$ cat src/rtl/hsstl_mac_phy_tdata_proc.sv
// Transmit-side PIPE-to-HSST lane adapter: builds the 46-bit P_TDATA word from the MAC's
// 32-bit PIPE TX bus and sequences HSST receiver detection for the receive-side processor.
module hsstl_mac_phy_tdata_proc #(
   parameter logic [7:0]  DET_SETTLE  = 8'd16,
   parameter logic [15:0] DET_TIMEOUT = 16'd2500
) (
   input  logic        pclk,
   input  logic        rst_n,
   input  logic [31:0] mac_phy_txdata,
   input  logic [3:0]  mac_phy_txdatak,
   input  logic        mac_phy_txelecidle,
   input  logic        mac_phy_txcompliance,
   input  logic        mac_phy_txdetectrx,
   input  logic [1:0]  mac_phy_powerdown,
   input  logic        lx_rxdct_done,
   input  logic        lx_rxdct_out,
   output logic [45:0] P_TDATA,
   output logic        P_RXDET_EN,
   output logic        rx_det_done,
   output logic        lx_rxdct_out_d
);

   localparam logic [45:0] TDATA_RST    = {1'b0, 1'b1, 44'd0};
   localparam logic [1:0]  PD_P1        = 2'b10;
   localparam logic [15:0] SETTLE_LAST  = {8'd0, DET_SETTLE} - 16'd1;
   localparam logic [15:0] TIMEOUT_LAST = DET_TIMEOUT - 16'd1;

   typedef enum logic [2:0] {
      ST_IDLE,
      ST_SETTLE,
      ST_WAIT,
      ST_DONE,
      ST_HOLD
   } det_state_t;

   det_state_t  state;
   det_state_t  state_nxt;
   logic [15:0] cnt;
   logic [15:0] cnt_nxt;
   logic        det_en_nxt;
   logic        det_out_nxt;
   logic        det_req;
   logic        det_abort;
   logic [45:0] tdata_p0;
   logic [45:0] tdata_p1;

   // Disparity value bit is always 0: compliance only ever forces negative disparity.
   function automatic logic [10:0] lane_word(input logic [7:0] data,
                                             input logic       k,
                                             input logic       force_disp);
      return {1'b0, force_disp, k, data};
   endfunction

   function automatic logic [15:0] sat_inc(input logic [15:0] v);
      return (v == 16'hFFFF) ? v : v + 16'd1;
   endfunction

   // Stage p0: combinational lane-word assembly from the PIPE inputs.
   always_comb begin
      tdata_p0 = '0;
      if (mac_phy_txelecidle) begin
         tdata_p0[44] = 1'b1;
      end else begin
         for (int i = 0; i < 4; i++) begin
            tdata_p0[11*i +: 11] = lane_word(mac_phy_txdata[8*i +: 8],
                                             mac_phy_txdatak[i],
                                             (i == 0) && mac_phy_txcompliance);
         end
      end
   end

   // Stage p1: single output register toward the HSST.
   always_ff @(posedge pclk or negedge rst_n) begin
      if (!rst_n) begin
         tdata_p1 <= TDATA_RST;
      end else begin
         tdata_p1 <= tdata_p0;
      end
   end

   assign P_TDATA = tdata_p1;

   // Detection is only legal from P1 with the transmitter idle.
   assign det_req   = mac_phy_txdetectrx && mac_phy_txelecidle && (mac_phy_powerdown == PD_P1);
   assign det_abort = !mac_phy_txdetectrx || !mac_phy_txelecidle;

   always_ff @(posedge pclk or negedge rst_n) begin
      if (!rst_n) begin
         state          <= ST_IDLE;
         cnt            <= '0;
         P_RXDET_EN     <= 1'b0;
         lx_rxdct_out_d <= 1'b0;
      end else begin
         state          <= state_nxt;
         cnt            <= cnt_nxt;
         P_RXDET_EN     <= det_en_nxt;
         lx_rxdct_out_d <= det_out_nxt;
      end
   end

   always_comb begin
      state_nxt   = state;
      cnt_nxt     = sat_inc(cnt);
      det_en_nxt  = P_RXDET_EN;
      det_out_nxt = lx_rxdct_out_d;
      case (state)
         ST_IDLE: begin
            if (det_req) begin
               state_nxt  = ST_SETTLE;
               cnt_nxt    = '0;
               det_en_nxt = 1'b1;
            end
         end
         ST_SETTLE: begin
            if (det_abort) begin
               state_nxt  = ST_IDLE;
               cnt_nxt    = '0;
               det_en_nxt = 1'b0;
            end else if (cnt == SETTLE_LAST) begin
               state_nxt = ST_WAIT;
               cnt_nxt   = '0;
            end
         end
         ST_WAIT: begin
            // A completion arriving on the timeout cycle still reports the real result.
            if (det_abort) begin
               state_nxt  = ST_IDLE;
               cnt_nxt    = '0;
               det_en_nxt = 1'b0;
            end else if (lx_rxdct_done) begin
               state_nxt   = ST_DONE;
               cnt_nxt     = '0;
               det_out_nxt = lx_rxdct_out;
            end else if (cnt == TIMEOUT_LAST) begin
               state_nxt   = ST_DONE;
               cnt_nxt     = '0;
               det_out_nxt = 1'b0;
            end
         end
         ST_DONE: begin
            state_nxt  = ST_HOLD;
            cnt_nxt    = '0;
            det_en_nxt = 1'b0;
         end
         ST_HOLD: begin
            if (!mac_phy_txdetectrx) begin
               state_nxt = ST_IDLE;
               cnt_nxt   = '0;
            end
         end
         default: begin
            state_nxt  = ST_IDLE;
            cnt_nxt    = '0;
            det_en_nxt = 1'b0;
         end
      endcase
   end

   assign rx_det_done = (state == ST_DONE);

endmodule
$ cat config.mk
export PLATFORM = sky130hd
export DESIGN_NAME = hsstl_mac_phy_tdata_proc
export DESIGN_NICKNAME = d
export VERILOG_FILES = /design/src/rtl/hsstl_mac_phy_tdata_proc.sv
export SDC_FILE = /design/constraint.sdc
export NUM_CORES = 1
export LEC_CHECK = 0
export BUFFER_PORTS_ARGS = -buffer_cell sky130_fd_sc_hd__buf_2
export CORE_ASPECT_RATIO = 0.9
export CORE_MARGIN = 8
export CORE_UTILIZATION = 49
export DETAILED_ROUTE_END_ITERATION = 16
export PLACE_DENSITY = 0.8
export SYNTH_ARGS = -nofsm -noshare
export SYNTH_HDL_FRONTEND = slang
export SYNTH_SLANG_ARGS = --single-unit
$ cat constraint.sdc
create_clock -name pclk -period 2.7 [get_ports pclk]
set_input_delay 0.27 -clock pclk [delete_from_list [all_inputs] [get_ports pclk]]
set_output_delay 0.27 -clock pclk [all_outputs]
set_load 0.03 [all_outputs]
==> results by group, run 1 <==
Status
  • Status: complete, no violations

Drt
  • First-pass iteration count of the detailed router: 4
  • DRT antenna net count: 0
  • Vias: 1916
  • Drt drc: 0
  • Avg WL per Cell: 15.3 um
  • Wire length after detailed routing: 5840 um
  • Vias per std cell: 5.03
  • Initial DRC Count: 141

Logic synthesis
  • Synth warn: 0
  • Largest family of logic cells by synthesized area: simple AND/OR/NAND/NOR gates
  • Async SR Flop Fraction: 100%
  • Cell variety after synth: 45
  • Post-synthesis sequential area ratio: 59.2%
  • Post-synth top area cell: dfrtp_1
  • Synth top area share: 58.1%
  • Area fraction in compound gates after synthesis: 6.21%
  • Syn Std Cell Area: 2500 um^2
  • Post-synthesis simple-gate area fraction: 24.9%
  • Syn Area/Cell: 11.4 um^2
  • Synth Flop Type: dfrtp_1
  • Synth Instances: 220
  • Number of synthesized flops with an enable pin: 0
  • Synth area leaders: dfrtp_1 58%, nor2b_1 9.3%, nor2_1 3.0%, buf_4 2.7%, nand3_1 1.8%
  • Yosys reg bits: 59
  • Fraction of synthesized cell area in xor and xnor cells: 2.10%
  • Adder-cell area share of the yosys netlist: 0.501%
  • Post-synthesis mux area share: 1.60%

Global routing
  • Antenna violations before repair: 0
  • Pin count of the biggest net entering global routing: 39
  • Gr usage total: 16.0%
  • First-pass GRT wire length: 9720 um
  • GRT overflow: 0
  • Vias in the first global route: 2026

CTS
  • H-tree level count: 3
  • Post_cts resized: 0
  • Clock buffer count from CTS: 9
  • Clk sinks: 59
  • CTS root buf: clkbuf_8
  • TritonCTS clock tree: built
  • Longest Clk Path Bufs: 2
  • Reg clk slew, reported paths: 60 ps
  • Worst skew pair latency: 330 ps

Timing
  • RSZ-0062 raised after global routing: no
  • Slew Limit Fails: 0
  • Fin crit share: 87.4%
  • Final Critical Period: 2360 ps
  • Worst Skew: 4.46 ps
  • Worst-Margin Slew: 713 ps
  • Final setup fails: 0
  • Peak Freq: 0.424 GHz
  • TNS Setup: 0 ps
  • Worst rel slew slack: 52.5%
  • Fin. Hold Viols: 0

Hold path
  • Worst Hold End: P_TDATA[39]$_DFF_PN0_
  • Hold Startpoint: mac_phy_txdata[30]
  • Hold depth: 2
  • Hold WC Path Type: input pin to flip-flop

Final layout
  • Area growth, synth to finish: 26.2%
  • Number of diodes: 0
  • Nets@finish: 357
  • Fill count: 375
  • Post-layout util: 64.8%
  • Proportion of layout cells with a drive suffix above 1: 36.4%
  • Most frequent cells in the layout: 85 x buf_2, 58 x dfrtp_1, 37 x nor2b_1, 20 x nor2_1, 11 x clkbuf_8
  • Most common cell after layout, fill and taps aside: buf_2

Critical path
  • Crit-path max FO: 16
  • Worst R2R Path Depth: 6
  • R2R Path Start: cnt[0]$_DFF_PN0_
  • CP Capture Type: flip-flop
  • Worst EP arrival: 2530 ps
  • Reg2Reg Setup Slack: 340 ps
  • Worst reg2reg endpoint: cnt[15]$_DFF_PN0_
  • Kind of critical path: flip-flop to flip-flop
  • Startpoint Class: flip-flop
  • Critical Path RT: 2870 ps

Floorplanning
  • Die area: 7640 um^2
  • Die H: 83.7 um
  • CORE AREA: 4860 um^2
  • Effective utilization at floorplan: 51.3%
  • Core Rows: 24
  • Number of placed I/O pins: 94
  • Die W: 91.3 um

Run
  • Max-Cap Viols: 0

Power and ir drop
  • Worst vdd ir: 0.520 mV
  • Power per cell area: 717 nW/um^2
  • Pleak: 1.58 nW

Place
  • Final HPWL DP: 4410 um
  • Routability Congestion: 0.933
  • Port bufs: 85
[layer usage]
metal	wire [um]	GRT usage [%]	part of all wire (%)
met5	0	0	0
met4	29	4.01	0.50
met3	900	12.1	15
met2	2720	23.9	46
met1	2200	17.4	38
[synth_stat cells, types with 2 or more instances]
library cell / number
dfrtp_1: 58
nor2b_1: 37
nor2_1: 20
buf_4: 9
nand2_1: 9
nand3_1: 9
o21ai_0: 7
a21oi_1: 6
clkbuf_1: 5
mux2i_1: 4
nand4_1: 4
and3_1: 3
and4_1: 3
nor3_1: 3
nor4_1: 3
xnor2_1: 3
xor2_1: 3
a211oi_1: 2
a31o_2: 2
and2_1: 2
inv_1: 2
or4_1: 2
or4bb_2: 2
[state kept, by name, summed over array words and instances (netlist names)]
signal	cells
P_TDATA	38
cnt	16
state	3
P_RXDET_EN	1
lx_rxdct_out_d	1
[worst max-delay path: stages, from the launching register on]
cell,delay (ps)
dfrtp_1,440
ha_1,330
nand3_1,260
nor4_2,330
o32a_1,210
and2_1,520
a21oi_1,120
[worst max-delay path by stage]
stage | from | endpoint | slack (ps) | depth (start not counted)
after global placement | cnt[2]$_DFF_PN0_ | cnt[6]$_DFF_PN0_ | 420 | 5
final | cnt[0]$_DFF_PN0_ | cnt[15]$_DFF_PN0_ | 340 | 6
after CTS | cnt[0]$_DFF_PN0_ | cnt[13]$_DFF_PN0_ | 340 | 6
after global routing | cnt[0]$_DFF_PN0_ | cnt[6]$_DFF_PN0_ | 100 | 6
after detailed placement | cnt[0]$_DFF_PN0_ | cnt[6]$_DFF_PN0_ | 350 | 6
after floorplan | cnt[0]$_DFF_PN0_ | cnt[7]$_DFF_PN0_ | 700 | 8
[stage by stage]
step | cell area [um^2] | worst slack, ps | power, W | instances | hold WS (ps)
global placement | 2940 | 422 | 0.00145 | 364 | 348
detailed placement | 2940 | 354 | 0.00147 | 364 | 354
global route | 3150 | 99.3 | 0.00239 | 381 | 129
CTS | 3150 | 343 | 0.00230 | 381 | 131
finish | 3150 | 339 | 0.00226 | 381 | 151
floorplan | 2520 | 696 | 0.00137 | 227 | -25.6
[area by class of cell]
type | count | area (um^2) | area share [%]
Tap cell | 65 | 81.3 | 2.58
Sequential cell | 59 | 1480 | 46.9
Multi-Input combinational cell | 149 | 913 | 29.0
Timing Repair Buffer | 90 | 465 | 14.8
Clock buffer | 13 | 159 | 5.04
Clock inverter | 3 | 46.3 | 1.47
Inverter | 2 | 7.51 | 0.238
[power breakdown]
| part | switching (W) | leakage [nW] | internal [W] |
|---|---|---|---|
| clock | 0.000330 | 0.0998 | 0.000479 |
| combinational | 0.000266 | 0.704 | 0.000147 |
| sequential | 0.0000759 | 0.773 | 0.000962 |
| total | 0.000672 | 1.58 | 0.00159 |
[what timing repair did]
action / CTS / global route
hold endpoints to repair: 29 / 0
hold buffers: 1 / 0
setup buffers: 0 / 0
[cells by family (layout without fill, tap and decap cells)]
group / after synthesis / count (layout)
and+or+nand+nor: 106 / 106
DFF: 59 / 59
AOI/OAI and AO/OA: 24 / 24
buffers and inverters: 19 / 108
xor gates and xnor gates: 6 / 6
muxes: 4 / 4
adders and majority gates: 1 / 1
other: 1 / 8
Power figures use the tool's default switching activity.
==> run 2, diff against run 1 <==
==> constraint.sdc (replaced) <==
create_clock -name pclk -period 2.7 [get_ports pclk]
set_input_delay 0 -clock pclk [delete_from_list [all_inputs] [get_ports pclk]]
set_output_delay 0 -clock pclk [all_outputs]
set_load 0.03 [all_outputs]
==> results by group, run 2 (synthesis gave the netlist of run 1 again) <==
Status
  • Status: complete, no violations

CTS
  • Reg clk slew, reported paths: 60 ps (about the same)
  • Worst skew pair latency: 330 ps (about the same)
  • Longest Clk Path Bufs: 2 (unchanged)
  • Clock buffer count from CTS: 9 (unchanged)
  • TritonCTS clock tree: built
  • Post_cts resized: 0 (unchanged)
  • Hold_buf cts: 41 (+40)
  • Post-CTS Setup Bufs: 0 (unchanged)
  • CTS root buf: clkbuf_8
  • H-tree level count: 3 (unchanged)
  • Clk sinks: 59 (unchanged)

Power and ir drop
  • Switching Share: 31.5% (+1.8 points)
  • Int Power: 0.00153 W (-3.5%)
  • Power per cell area: 634 nW/um^2 (-12%)
  • Pleak: 1.73 nW (+9.9%)
  • Flop pwr share: 46.4% (+0.5 points)
  • Worst vdd ir: 0.349 mV (-33%)
  • Gate power share: 21.5% (+3.2 points)
  • Switching Power: 0.000705 W (+4.9%)
  • Part of the power in the clock network: 32.1% (-3.7 points)

Drt
  • Initial DRC Count: 187 (+33%)
  • Drt drc: 0 (unchanged)
  • Vias: 2206 (+15%)
  • First-pass iteration count of the detailed router: 4 (unchanged)
  • DRT antenna net count: 0 (unchanged)
  • Avg WL per Cell: 18.6 um (+21%)
  • Vias per std cell: 5.23 (+3.9%)
  • Wire length after detailed routing: 7850 um (+34%)

Final layout
  • Proportion of layout cells with a drive suffix above 1: 32.7% (-3.7 points)
  • Area growth, synth to finish: 41.3%
  • Max reg flops: 38 (unchanged)
  • Nets@finish: 397 (+11%)
  • Final instance area: 3530 um^2 (+12%)
  • Most common cell after layout, fill and taps aside: buf_2
  • Most frequent cells in the layout: 85 x buf_2, 58 x dfrtp_1, 41 x dlygate4sd3_1, 37 x nor2b_1, 20 x nor2_1
  • Fill count: 340 (-9.3%)

Floorplanning
  • Die area: 7640 um^2 (unchanged)
  • Number of placed I/O pins: 94 (unchanged)
  • Core Rows: 24 (unchanged)
  • Die W: 91.3 um (unchanged)
  • Die H: 83.7 um (unchanged)
  • CORE AREA: 4860 um^2 (unchanged)
  • Effective utilization at floorplan: 51.3% (unchanged)

Timing
  • Worst-Margin Slew: 859 ps (+146 ps)
  • Worst rel slew slack: 42.8% (-9.7 points)
  • RSZ-0062 raised after global routing: no
  • Peak Freq: 0.423 GHz (about the same)
  • Final hold slack: 67.2 ps (-83.3 ps)
  • Fin. Hold Viols: 0 (unchanged)
  • Fin crit share: 87.5% (about the same)
  • Worst Skew: 7.41 ps (+2.95 ps)
  • Final setup fails: 0 (unchanged)
  • Final Critical Period: 2360 ps (+1.84 ps)
  • Slew Limit Fails: 0 (unchanged)
  • TNS Setup: 0 ps (unchanged)

Critical path
  • Critical Path RT: 2920 ps (+50 ps)
  • CP Capture Type: flip-flop
  • Kind of critical path: flip-flop to flip-flop
  • Worst path slowest cell: or4bb_2
  • CP Cell Sequence: ha_1, nand3_1, nor4_1, or4bb_2, and2_1, buf_4, a311oi_1
  • Max stage delay on crit path: 640 ps (+120 ps)
  • Crit-path max FO: 10 (-6)
  • Worst EP arrival: 2580 ps (+50 ps)
  • Startpoint Class: flip-flop

Global routing
  • Antenna violations before repair: 1 (+1)
  • First-pass GRT wire length: 12100 um (+25%)
  • Pin count of the biggest net entering global routing: 39 (unchanged)
  • Vias in the first global route: 2381 (+18%)
  • Gr usage total: 20.4% (+4.4 points)
  • GRT overflow: 0 (unchanged)

Run
  • Max-Cap Viols: 0 (unchanged)

Place
  • Final HPWL DP: 4600 um (+4.4%)
  • Area post-placement: 2940 um^2 (unchanged)
  • Routability Congestion: 0.879 (-5.8%)
  • Port bufs: 85 (unchanged)

Hold path
  • Hold WC Path Type: input pin to flip-flop
run 2: routing by layer:
layer | share of wire, % | up-vias | GRT usage (%)
met5 | 0 | - | 0
met4 | 1.8 | 0 | 6.39
met3 | 13 | 18 | 12.4
met2 | 48 | 135 | 33.7
met1 | 37 | 1051 | 20.9
li1 | - | 1002 | -
run 2: power groups by stage:
| stage | logic (W) | registers [W] | clock network, W |
|---|---|---|---|
| after floorplan | 0.000251 | 0.00112 | 0 |
| after global placement | 0.000416 | 0.00104 | 0 |
| after detailed placement | 0.000427 | 0.00105 | 0 |
| after CTS | 0.000475 | 0.00103 | 0.000730 |
| after global routing | 0.000520 | 0.00105 | 0.000773 |
| final | 0.000482 | 0.00104 | 0.000717 |
run 2: final cells by class:
cell class                 instances  area, um^2  area share [%]
antenna                            2        5.00           0.142
clock buffer                      11         151            4.29
clock inverter                     4        26.3           0.745
inverter                           2        7.51           0.213
multi-input combinational        149         913            25.9
sequential                        59        1480            41.9
tap                               65        81.3            2.30
timing repair buffer             130         866            24.5
run 2: metrics by stage:
step | utilization (%) | instances | power (W) | setup slack (ps)
after floorplan | - | 227 | 0.00137 | 696
after global placement | 60.3 | 364 | 0.00146 | 494
after detailed placement | 60.3 | 364 | 0.00148 | 377
after CTS | 72.4 | 420 | 0.00224 | 376
after global routing | 72.5 | 422 | 0.00234 | 235
final | 72.5 | 422 | 0.00224 | 337
run 2: final timing paths:
check | endpoint | start | slack [ps] | depth (start not counted)
max | cnt[13]$_DFF_PN0_ | cnt[0]$_DFF_PN0_ | 340 | 7
max reg2reg | cnt[13]$_DFF_PN0_ | cnt[0]$_DFF_PN0_ | 340 | 7
min reg2reg | lx_rxdct_out_d$_DFFE_PN0P_ | lx_rxdct_out_d$_DFFE_PN0P_ | 530 | 2
max in group asynchronous | P_TDATA[17]$_DFF_PN0_ | rst_n | 1690 | 3
min in group asynchronous | P_TDATA[9]$_DFF_PN0_ | rst_n | 320 | 2
min | P_TDATA[44]$_DFF_PN1_ | mac_phy_txelecidle | 70 | 2
run 2: worst max-delay path, delay by kind of cell (launching register included):
family	cells	cell delay, ps
flops	1	430
buf+inv	1	210
compound gates	1	230
fa+ha+maj	1	310
simple gates	4	1070
==> run 3, diff against run 2 <==
PLACE_DENSITY = 0.79   (was 0.8)
==> results by group, run 3 (synthesis gave the netlist of run 1 again) <==
Floorplanning
  • CORE AREA: 4860 um^2 (unchanged)
  • Die H: 83.7 um (unchanged)
  • Die W: 91.3 um (unchanged)
  • Number of placed I/O pins: 94 (unchanged)
  • Core Rows: 24 (unchanged)
  • Effective utilization at floorplan: 51.3% (unchanged)
  • Die area: 7640 um^2 (unchanged)

Critical path
  • Worst path slowest cell: and2_1
  • Crit. Startpoint: cnt[0]$_DFF_PN0_
  • Critical path destination: cnt[7]$_DFF_PN0_
  • Worst R2R Path Depth: 6 (-1)
  • CP Cell Sequence: ha_1, nand3_1, nor4_2, o32a_1, and2_1, nor2_1
  • CP Capture Type: flip-flop
  • Crit-path max FO: 16 (+6)
  • Worst reg2reg endpoint: cnt[7]$_DFF_PN0_
  • Reg2Reg Setup Slack: 340 ps (about the same)
  • Worst EP arrival: 2550 ps (-30 ps)
  • Buf/Inv on CP: 0 (-1)
  • Startpoint Class: flip-flop
  • Kind of cell adding the most delay to the critical path: simple AND/OR/NAND/NOR gates
  • Kind of critical path: flip-flop to flip-flop
  • WP depth: 6 (-1)
  • Critical Path RT: 2890 ps (-30 ps)
  • R2R Path Start: cnt[0]$_DFF_PN0_
  • Max stage delay on crit path: 510 ps (-130 ps)

CTS
  • Clk sinks: 59 (unchanged)
  • Reg clk slew, reported paths: 70 ps (about the same)
  • Post-CTS Setup Bufs: 0 (unchanged)
  • Longest Clk Path Bufs: 2 (unchanged)
  • CTS root buf: clkbuf_8
  • TritonCTS clock tree: built
  • Worst skew pair latency: 330 ps (about the same)
  • H-tree level count: 3 (unchanged)
  • Clock buffer count from CTS: 9 (unchanged)

Global routing
  • Pin count of the biggest net entering global routing: 43 (+10%)
  • GRT overflow: 0 (unchanged)
  • Vias in the first global route: 2259 (-5.1%)
  • Antenna violations before repair: 0 (-1)
  • First-pass GRT wire length: 11800 um (-2.4%)
  • Gr usage total: 19.8% (-0.62 points)

Timing
  • Fin. Hold Viols: 0 (unchanged)
  • Final Critical Period: 2360 ps (-5.19 ps)
  • Final setup fails: 0 (unchanged)
  • Peak Freq: 0.424 GHz (+0.22%)
  • Worst Skew: 8.06 ps (+0.651 ps)
  • Worst rel slew slack: 38.4% (-4.3 points)
  • Worst-Margin Slew: 923 ps (+64.7 ps)
  • RSZ-0062 raised after global routing: no
  • TNS Setup: 0 ps (unchanged)
  • Fin crit share: 87.3% (-0.19 points)
  • Slew Limit Fails: 0 (unchanged)

Place
  • Final HPWL DP: 4320 um (-6.1%)
  • Routability Congestion: 0.910 (+3.5%)
  • Port bufs: 85 (unchanged)
  • Placed cells: 363 (-0.27%)

Final layout
  • Post-Layout Cell Count: 420 (-0.47%)
  • Max reg flops: 38 (unchanged)
  • Most frequent cells in the layout: 85 x buf_2, 58 x dfrtp_1, 41 x dlygate4sd3_1, 37 x nor2b_1, 20 x nor2_1
  • Proportion of layout cells with a drive suffix above 1: 32.7% (unchanged)
  • Multi-input gate area: 913 um^2 (unchanged)
  • Most common cell after layout, fill and taps aside: buf_2
  • Number of diodes: 0 (-2)
  • Reg area: 1480 um^2 (unchanged)
  • Nets@finish: 396 (-0.25%)
  • Area growth, synth to finish: 40.8%
  • Fill count: 336 (-1.2%)

Run
  • Max-Cap Viols: 0 (unchanged)

Drt
  • Avg WL per Cell: 17.3 um (-6.8%)
  • Initial DRC Count: 136 (-27%)
  • Vias: 2106 (-4.5%)
  • Vias per std cell: 5.01 (-4.1%)
  • Drt drc: 0 (unchanged)
  • First-pass iteration count of the detailed router: 4 (unchanged)
  • DRT antenna net count: 0 (unchanged)
  • Wire length after detailed routing: 7280 um (-7.2%)

Power and ir drop
  • Power per cell area: 629 nW/um^2 (-0.79%)
  • Worst vdd ir: 0.478 mV (+37%)
  • Pleak: 1.73 nW (-0.18%)

Hold path
  • Hold Startpoint: lx_rxdct_done
  • Hold WC Path Type: input pin to flip-flop

Status
  • Status: complete, no violations
==> run 3: cell count changes in the layout (fill, tap and decap cells not counted) <==
cell	before	now
clkinv_2	2	3
buf_4	4	3
clkbuf_8	11	10
diode_2	2	0
inv_6	0	1
==> run 3: layer usage <==
metal	routed length, um	vias up	track usage (%)
met4	71	0	5.50
met3	876	8	12.0
met2	3610	110	32.1
li1	-	995	-
met1	2730	993	21.0
met5	0	-	0
==> run 3: final cells by class <==
class                      count  area share (%)
sequential                    59            42.0
multi-input combinational    149            26.0
timing repair buffer         129            24.4
clock buffer                  10            3.91
tap                           65            2.31
clock inverter                 6            1.14
inverter                       2           0.214
==> run 3: report_power, final <==
group          leakage, nW  total [W]  switching [W]  internal, W
clock network       0.0924   0.000710       0.000353     0.000357
registers            0.773    0.00104      0.0000764     0.000961
logic                0.865   0.000463       0.000279     0.000184
==> run 3: metrics by stage <==
step	cell area, um^2	setup slack (ps)	total power, W	util, %	hold slack (ps)
2_1_floorplan	2520	696	0.00137	-	-296
6_report	3520	343	0.00221	72.3	48.5
4_1_cts	3520	330	0.00222	72.3	21.8
5_1_grt	3520	54.1	0.00233	72.3	59.3
3_3_place_gp	2930	419	0.00145	60.2	188
3_5_place_dp	2930	367	0.00146	60.2	191
==> run 3: worst min-delay path, stage by stage <==
cell     delay, ps
buf_2          120
nor2_1          90
o21ai_0         70
o21ai_0         70
==> run 3: what timing repair did <==
action / CTS / global route
endpoints found under the hold margin: 79 / 0
hold buffers: 41 / 0
gates resized for setup: 0 / 0
==> run 3: worst min-delay path by stage <==
stage,to,slack [ps],cells past startpoint
after floorplan,P_RXDET_EN$_DFFE_PN0P_,-300,0
after global placement,P_RXDET_EN$_DFFE_PN0P_,190,1
after detailed placement,state[0]$_DFFE_PN0P_,190,1
after CTS,lx_rxdct_out_d$_DFFE_PN0P_,20,4
after global routing,P_TDATA[44]$_DFF_PN1_,60,2
final,lx_rxdct_out_d$_DFFE_PN0P_,50,4
